**config.mk**
```make
export PLATFORM = sky130hd
export DESIGN_NAME = write_back_unit
export DESIGN_NICKNAME = d
export VERILOG_FILES = /design/src/rtl/write_back_unit.sv
export SDC_FILE = /design/constraint.sdc
export NUM_CORES = 1
export LEC_CHECK = 0
export ABC_AREA = 1
export BUFFER_PORTS_ARGS = -buffer_cell sky130_fd_sc_hd__buf_2
export CORE_MARGIN = 4
export CORE_UTILIZATION = 50
export CTS_CLUSTER_SIZE = 25
export DETAILED_ROUTE_END_ITERATION = 10
export GPL_TIMING_DRIVEN = 0
export PLACE_DENSITY = 0.79
export SLEW_MARGIN = 10
export SYNTH_ARGS = -nofsm -noshare
export SYNTH_HDL_FRONTEND = slang
export SYNTH_SLANG_ARGS = --single-unit
```
**constraint.sdc**
```tcl
create_clock -name clk -period 2.4 [get_ports clk]
set_clock_uncertainty 0.2 [all_clocks]
set_input_delay 0.6 -clock clk [delete_from_list [all_inputs] [get_ports clk]]
set_output_delay 0.6 -clock clk [all_outputs]
set_load 0.02 [all_outputs]
```
**src/rtl/write_back_unit.sv**
```systemverilog
// Write-back stage: W pipeline register, load extraction, result mux and retire counter.
// A load whose data is late stalls the pipeline until ReadValidW or MEM_TIMEOUT; a timeout drops the write and sets MemErrW.
module write_back_unit #(
    parameter int XLEN        = 32,
    parameter int CNTW        = 64,
    parameter int MEM_TIMEOUT = 16
) (
    input  logic            clk,
    input  logic            reset,
    input  logic            StallW,
    input  logic            FlushW,
    input  logic            ValidM,
    input  logic            RegWriteM,
    input  logic [1:0]      ResultSrcM,
    input  logic [2:0]      LoadTypeM,
    input  logic [XLEN-1:0] ALUResultM,
    input  logic [XLEN-1:0] PCPlus4M,
    input  logic [XLEN-1:0] ImmExtM,
    input  logic [4:0]      RdM,
    input  logic [XLEN-1:0] ReadDataW,
    input  logic            ReadValidW,
    output logic            RegWriteW,
    output logic [4:0]      RdW,
    output logic [XLEN-1:0] ResultW,
    output logic            WbStallReq,
    output logic            MemErrW,
    output logic [CNTW-1:0] InstRetW
);

    localparam int WCW = $clog2(MEM_TIMEOUT);
    localparam logic [WCW-1:0] WAIT_MAX = WCW'(MEM_TIMEOUT - 1);

    localparam logic [0:0] ST_RUN  = 1'b0;
    localparam logic [0:0] ST_WAIT = 1'b1;

    logic            valid_q;
    logic            regwrite_q;
    logic [1:0]      src_q;
    logic [2:0]      ltype_q;
    logic [XLEN-1:0] alu_q;
    logic [XLEN-1:0] pc4_q;
    logic [XLEN-1:0] imm_q;
    logic [4:0]      rd_q;

    logic [0:0]      state_q, state_d;
    logic [WCW-1:0]  wait_cnt_q, wait_cnt_d;
    logic            mem_err_q, mem_err_d;
    logic [CNTW-1:0] inst_ret_q, inst_ret_d;

    logic            load_pending;
    logic            timeout_cyc;
    logic            retire;
    logic            hold_w;
    logic [7:0]      byte_sel;
    logic [15:0]     half_sel;
    logic [XLEN-1:0] load_data;

    assign load_pending = valid_q & (src_q == 2'b01) & ~ReadValidW;
    assign timeout_cyc  = load_pending & (state_q == ST_WAIT) & (wait_cnt_q == WAIT_MAX);
    assign WbStallReq   = load_pending & ~timeout_cyc;
    assign retire       = valid_q & ~WbStallReq & ~StallW;
    assign hold_w       = StallW | WbStallReq;

    always_comb begin
        byte_sel = ReadDataW[7:0];
        case (alu_q[1:0])
            2'd1:    byte_sel = ReadDataW[15:8];
            2'd2:    byte_sel = ReadDataW[23:16];
            2'd3:    byte_sel = ReadDataW[31:24];
            default: byte_sel = ReadDataW[7:0];
        endcase
        half_sel = alu_q[1] ? ReadDataW[31:16] : ReadDataW[15:0];
        case (ltype_q)
            3'b000:  load_data = {{(XLEN-8){byte_sel[7]}}, byte_sel};
            3'b001:  load_data = {{(XLEN-16){half_sel[15]}}, half_sel};
            3'b100:  load_data = {{(XLEN-8){1'b0}}, byte_sel};
            3'b101:  load_data = {{(XLEN-16){1'b0}}, half_sel};
            default: load_data = ReadDataW;
        endcase
    end

    always_comb begin
        case (src_q)
            2'b01:   ResultW = load_data;
            2'b10:   ResultW = pc4_q;
            2'b11:   ResultW = imm_q;
            default: ResultW = alu_q;
        endcase
    end

    assign RegWriteW = valid_q & regwrite_q & (rd_q != 5'd0) & ~load_pending;
    assign RdW       = rd_q;
    assign MemErrW   = mem_err_q;
    assign InstRetW  = inst_ret_q;

    // Leaving WAIT on !load_pending also covers a flushed load, so a bubble never times out.
    always_comb begin
        state_d    = state_q;
        wait_cnt_d = wait_cnt_q;
        case (state_q)
            ST_RUN: begin
                if (load_pending) begin
                    state_d    = ST_WAIT;
                    wait_cnt_d = WCW'(1);
                end
            end
            default: begin
                if (!load_pending || wait_cnt_q == WAIT_MAX) begin
                    state_d = ST_RUN;
                end else begin
                    wait_cnt_d = wait_cnt_q + WCW'(1);
                end
            end
        endcase
        mem_err_d  = mem_err_q | timeout_cyc;
        inst_ret_d = retire ? inst_ret_q + CNTW'(1) : inst_ret_q;
    end

    always_ff @(posedge clk) begin
        if (reset) begin
            valid_q    <= 1'b0;
            regwrite_q <= 1'b0;
            src_q      <= 2'b00;
            ltype_q    <= 3'b000;
            alu_q      <= '0;
            pc4_q      <= '0;
            imm_q      <= '0;
            rd_q       <= 5'd0;
            state_q    <= ST_RUN;
            wait_cnt_q <= '0;
            mem_err_q  <= 1'b0;
            inst_ret_q <= '0;
        end else begin
            if (FlushW) begin
                valid_q    <= 1'b0;
                regwrite_q <= 1'b0;
            end else if (!hold_w) begin
                valid_q    <= ValidM;
                regwrite_q <= RegWriteM;
                src_q      <= ResultSrcM;
                ltype_q    <= LoadTypeM;
                alu_q      <= ALUResultM;
                pc4_q      <= PCPlus4M;
                imm_q      <= ImmExtM;
                rd_q       <= RdM;
            end
            state_q    <= state_d;
            wait_cnt_q <= wait_cnt_d;
            mem_err_q  <= mem_err_d;
            inst_ret_q <= inst_ret_d;
        end
    end

endmodule

```
==> metrics.txt <==
post-synthesis adder-cell area fraction=0.00269; post-synthesis mux area share=0; final setup violation count=33; via count of the first global-routing pass=about 10k; post-synthesis instance total=around 1.4k; post-route met1 wirelength=15000 µm; top routing layer in use=met5; number of flops mapped to enable cells by yosys=0; detailed-placement wirelength estimate=roughly 28000 µm; initial standard-cell utilization of the core=0.513; 1st-iter DRT viols=1104; source-to-sink clock delay at the later pin of the worst-skew pair=0.44 ns; net switching component of the power=approximately 2.2 mW; sequential fraction of the synthesis area=0.383; sequential fraction of design power=0.422; Wirelength per Cell=19.3 µm; f_max=about 0.36 GHz; post-synth cell types=43; placed instance count=approximately 1.9k; actual transition at the worst max-transition pin=roughly 0.7 ns; Cell Int Power=5.20 mW; result of the run=finished with violations; port buffer count=247; fin util=0.694; layout overhead on the synthesized area=35.2%; drt pass-1 iters=6; Vias/cell=approximately 5.7; Synth top area share=0.383; arrival time at the worst endpoint=1.96 ns; maximum number of pins on one net before global-route repair=17; die width=144 µm; placement row count=49; floorplan die area=between 20000 and 25000 µm²; ports placed on the boundary=249; maxcap violations=0; share of power burned in combinational logic=0.186; routed length on met3=~3400 µm; summed negative setup slack over all endpoints=-10.13 ns; Synth Cell Area=9320 µm²; drt total wl=37600 µm; main combinational cell family by area after synthesis=simple AND/OR/NAND/NOR gates; kind of start point of the critical path=flop; count of nets after finishing=1856; proportion of layout cells with a drive suffix above 1=0.288; number of sinks on the clock net=178; leakage component of the power=5.32 nW; Fin Hold WS=about 0.2 ns; XOR/XNOR share of the synthesized area=0.00564; min cycle time layout=2.76 ns; Compound-Gate Fraction of Synth Area=0.197; count of final hold-check violations=0; number of warning messages in the yosys log=0; fraction of power consumed by the clock network=0.392; Sw Ratio=0.295; H-tree Lvls=4; gpl congestion=between 0.9 and 1; setup repair after global routing missed its margin=yes; Power Density=586 nW/µm²; leading post-synthesis cells by cell area=sky130_fd_sc_hd__dfxtp_1 38%, sky130_fd_sc_hd__nand2_1 12%, sky130_fd_sc_hd__a21oi_1 9.8%; Post-synth top cells=296 x sky130_fd_sc_hd__nand2_1, 183 x sky130_fd_sc_hd__a21oi_1, 178 x sky130_fd_sc_hd__dfxtp_1; FILL cells=1565; TritonCTS clock tree=yes; dominant cell by count in the synthesized netlist=sky130_fd_sc_hd__nand2_1; final worst setup slack=-0.362 ns; worst endpoint required time=between 1.5 and 2 ns; violated checks=negative setup slack; placeable core area=18100 µm²; start-to-end type of the worst setup path=reg2out; synthesized-area fraction occupied by and/or/nand/nor cells=0.305; met2 routed WL=17400 µm; Synthesized Nets=1568; clock-pin slew reported for the worst setup and hold paths after clock tree synthesis=0.07 ns; post-detailed-route DRC marker count=0; Die Span Y=144 µm; primary flip-flop cell chosen by synthesis mapping=sky130_fd_sc_hd__dfxtp_1; Clock Tree Buf Depth=2; number of antenna violations at the first check in global routing=2; fraction of registers with async set/reset=0; fin cells=1951; first-pass GRT wire length=56100 µm; Rel. slew slack=0.539; total design power=7.38 mW; number of clock buffers inserted by TritonCTS=17; Final Max Tran Viols=0; Final Cycle Share=1.15; via total after detailed routing=11.2k; average footprint of a synthesized cell=6.56 µm²; root buf cell=sky130_fd_sc_hd__clkbuf_16; worst hold path class=in2reg; number of synthesized register bits=178; overall routing resource usage=0.347; largest area contributor in the netlist=sky130_fd_sc_hd__dfxtp_1; DRT antenna net count=0; Max rail drop VDD=530 µV; endpoint type of the worst setup path=primary output; grt ovf=0; worst-path fanout max=7
## per-stage QoR
step | setup slack, ns | area [µm²]
floorplan | -0.00875 | 9360
global placement | -0.663 | 10900
detailed placement | -0.647 | 10900
CTS | -0.318 | 12200
global route | -0.408 | 12600
finish | -0.362 | 12600
## placed cells by master (no fill, tap or decap), drive strengths merged, types with 14 or more instances in the layout
| cell | n |
|---|---|
| clkbuf | 57 |
| inv | 175 |
| nor3 | 18 |
| nand4 | 14 |
| buf | 301 |
| nor2 | 190 |
| a21oi | 183 |
| nand2 | 309 |
| o22ai | 25 |
| o21ai | 113 |
| nand3 | 100 |
| dfxtp | 178 |
## metal layers
| metal | up-vias | track usage |
|---|---|---|
| met3 | 137 | 0.0655 |
| li1 | 5214 | - |
| met4 | 2 | 0.152 |
| met2 | 634 | 0.564 |
| met5 | - | 0 |
| met1 | 5201 | 0.452 |
## final cells by class
type,count,area (µm²),share of cell area
Multi-Input combinational cell,1000,5330,0.423
Tap cell,229,287,0.0228
Sequential cell,178,3580,0.284
Timing Repair Buffer,271,1630,0.130
Clock buffer,19,453,0.0360
Buffer,68,507,0.0402
Antenna cell,1,2.50,0.000199
Inverter,173,656,0.0521
Clock inverter,12,146,0.0116
## path summary, 6_finish.rpt
kind	start	end	slack, ns	cells past startpoint
worst min register to register	pc4_q[23]$_SDFFE_PP0P_	pc4_q[23]$_SDFFE_PP0P_	0.26	2
worst max-delay path	alu_q[1]$_SDFFE_PP0P_	ResultW[28]	-0.36	8
worst max register to register	src_q[0]$_SDFFE_PP0P_	pc4_q[20]$_SDFFE_PP0P_	0.08	12
worst min-delay path	ValidM	valid_q$_SDFFE_PP0N_	0.20	3
## what timing repair did
item                                   CTS  global route
gates cloned                             1             1
gates resized for setup                181            74
setup endpoints to repair               35            65
buffers inserted                        12            10
endpoints found under the hold margin    0             0
hold buffers                             0             0
pin swaps                               27            24
## power by group through the flow
stage	clock, mW	combinational, mW	sequential (mW)
finish	2.89	1.37	3.11
global route	3.02	1.45	3.12
CTS	2.88	1.24	3.11
detailed placement	0	1.00	3.17
global placement	0	0.993	3.17
floorplan	0	0.576	3.16
## state kept, by name, indices dropped and copies added, names as in the netlist
name,flops
wait_cnt_q,4
RdW,5
pc4_q,32
regwrite_q,1
valid_q,1
state_q,1
src_q,2
alu_q,32
imm_q,32
InstRetW,64
ltype_q,3
MemErrW,1
## cells by family (layout without fill, tap and decap cells)
group | count (synthesis) | after routing
adder cells (fa/ha/maj) | 2 | 2
AND/OR/NAND/NOR | 646 | 646
buffers and inverters | 243 | 543
AO/OA/AOI/OAI | 346 | 346
flip-flops | 178 | 178
other | 0 | 1
XOR/XNOR | 6 | 6
## worst max-delay path, stage by stage (launching register included)
cell and delay, ns:
sky130_fd_sc_hd__dfxtp_4 0.39, sky130_fd_sc_hd__nand2_4 0.08, sky130_fd_sc_hd__o21ai_4 0.08, sky130_fd_sc_hd__o2111ai_4 0.25, sky130_fd_sc_hd__nand2_4 0.16, sky130_fd_sc_hd__buf_12 0.18
sky130_fd_sc_hd__a21oi_2 0.16, sky130_fd_sc_hd__nand2_2 0.06, sky130_fd_sc_hd__buf_2 0.16
(Power assumes the default switching activity.)
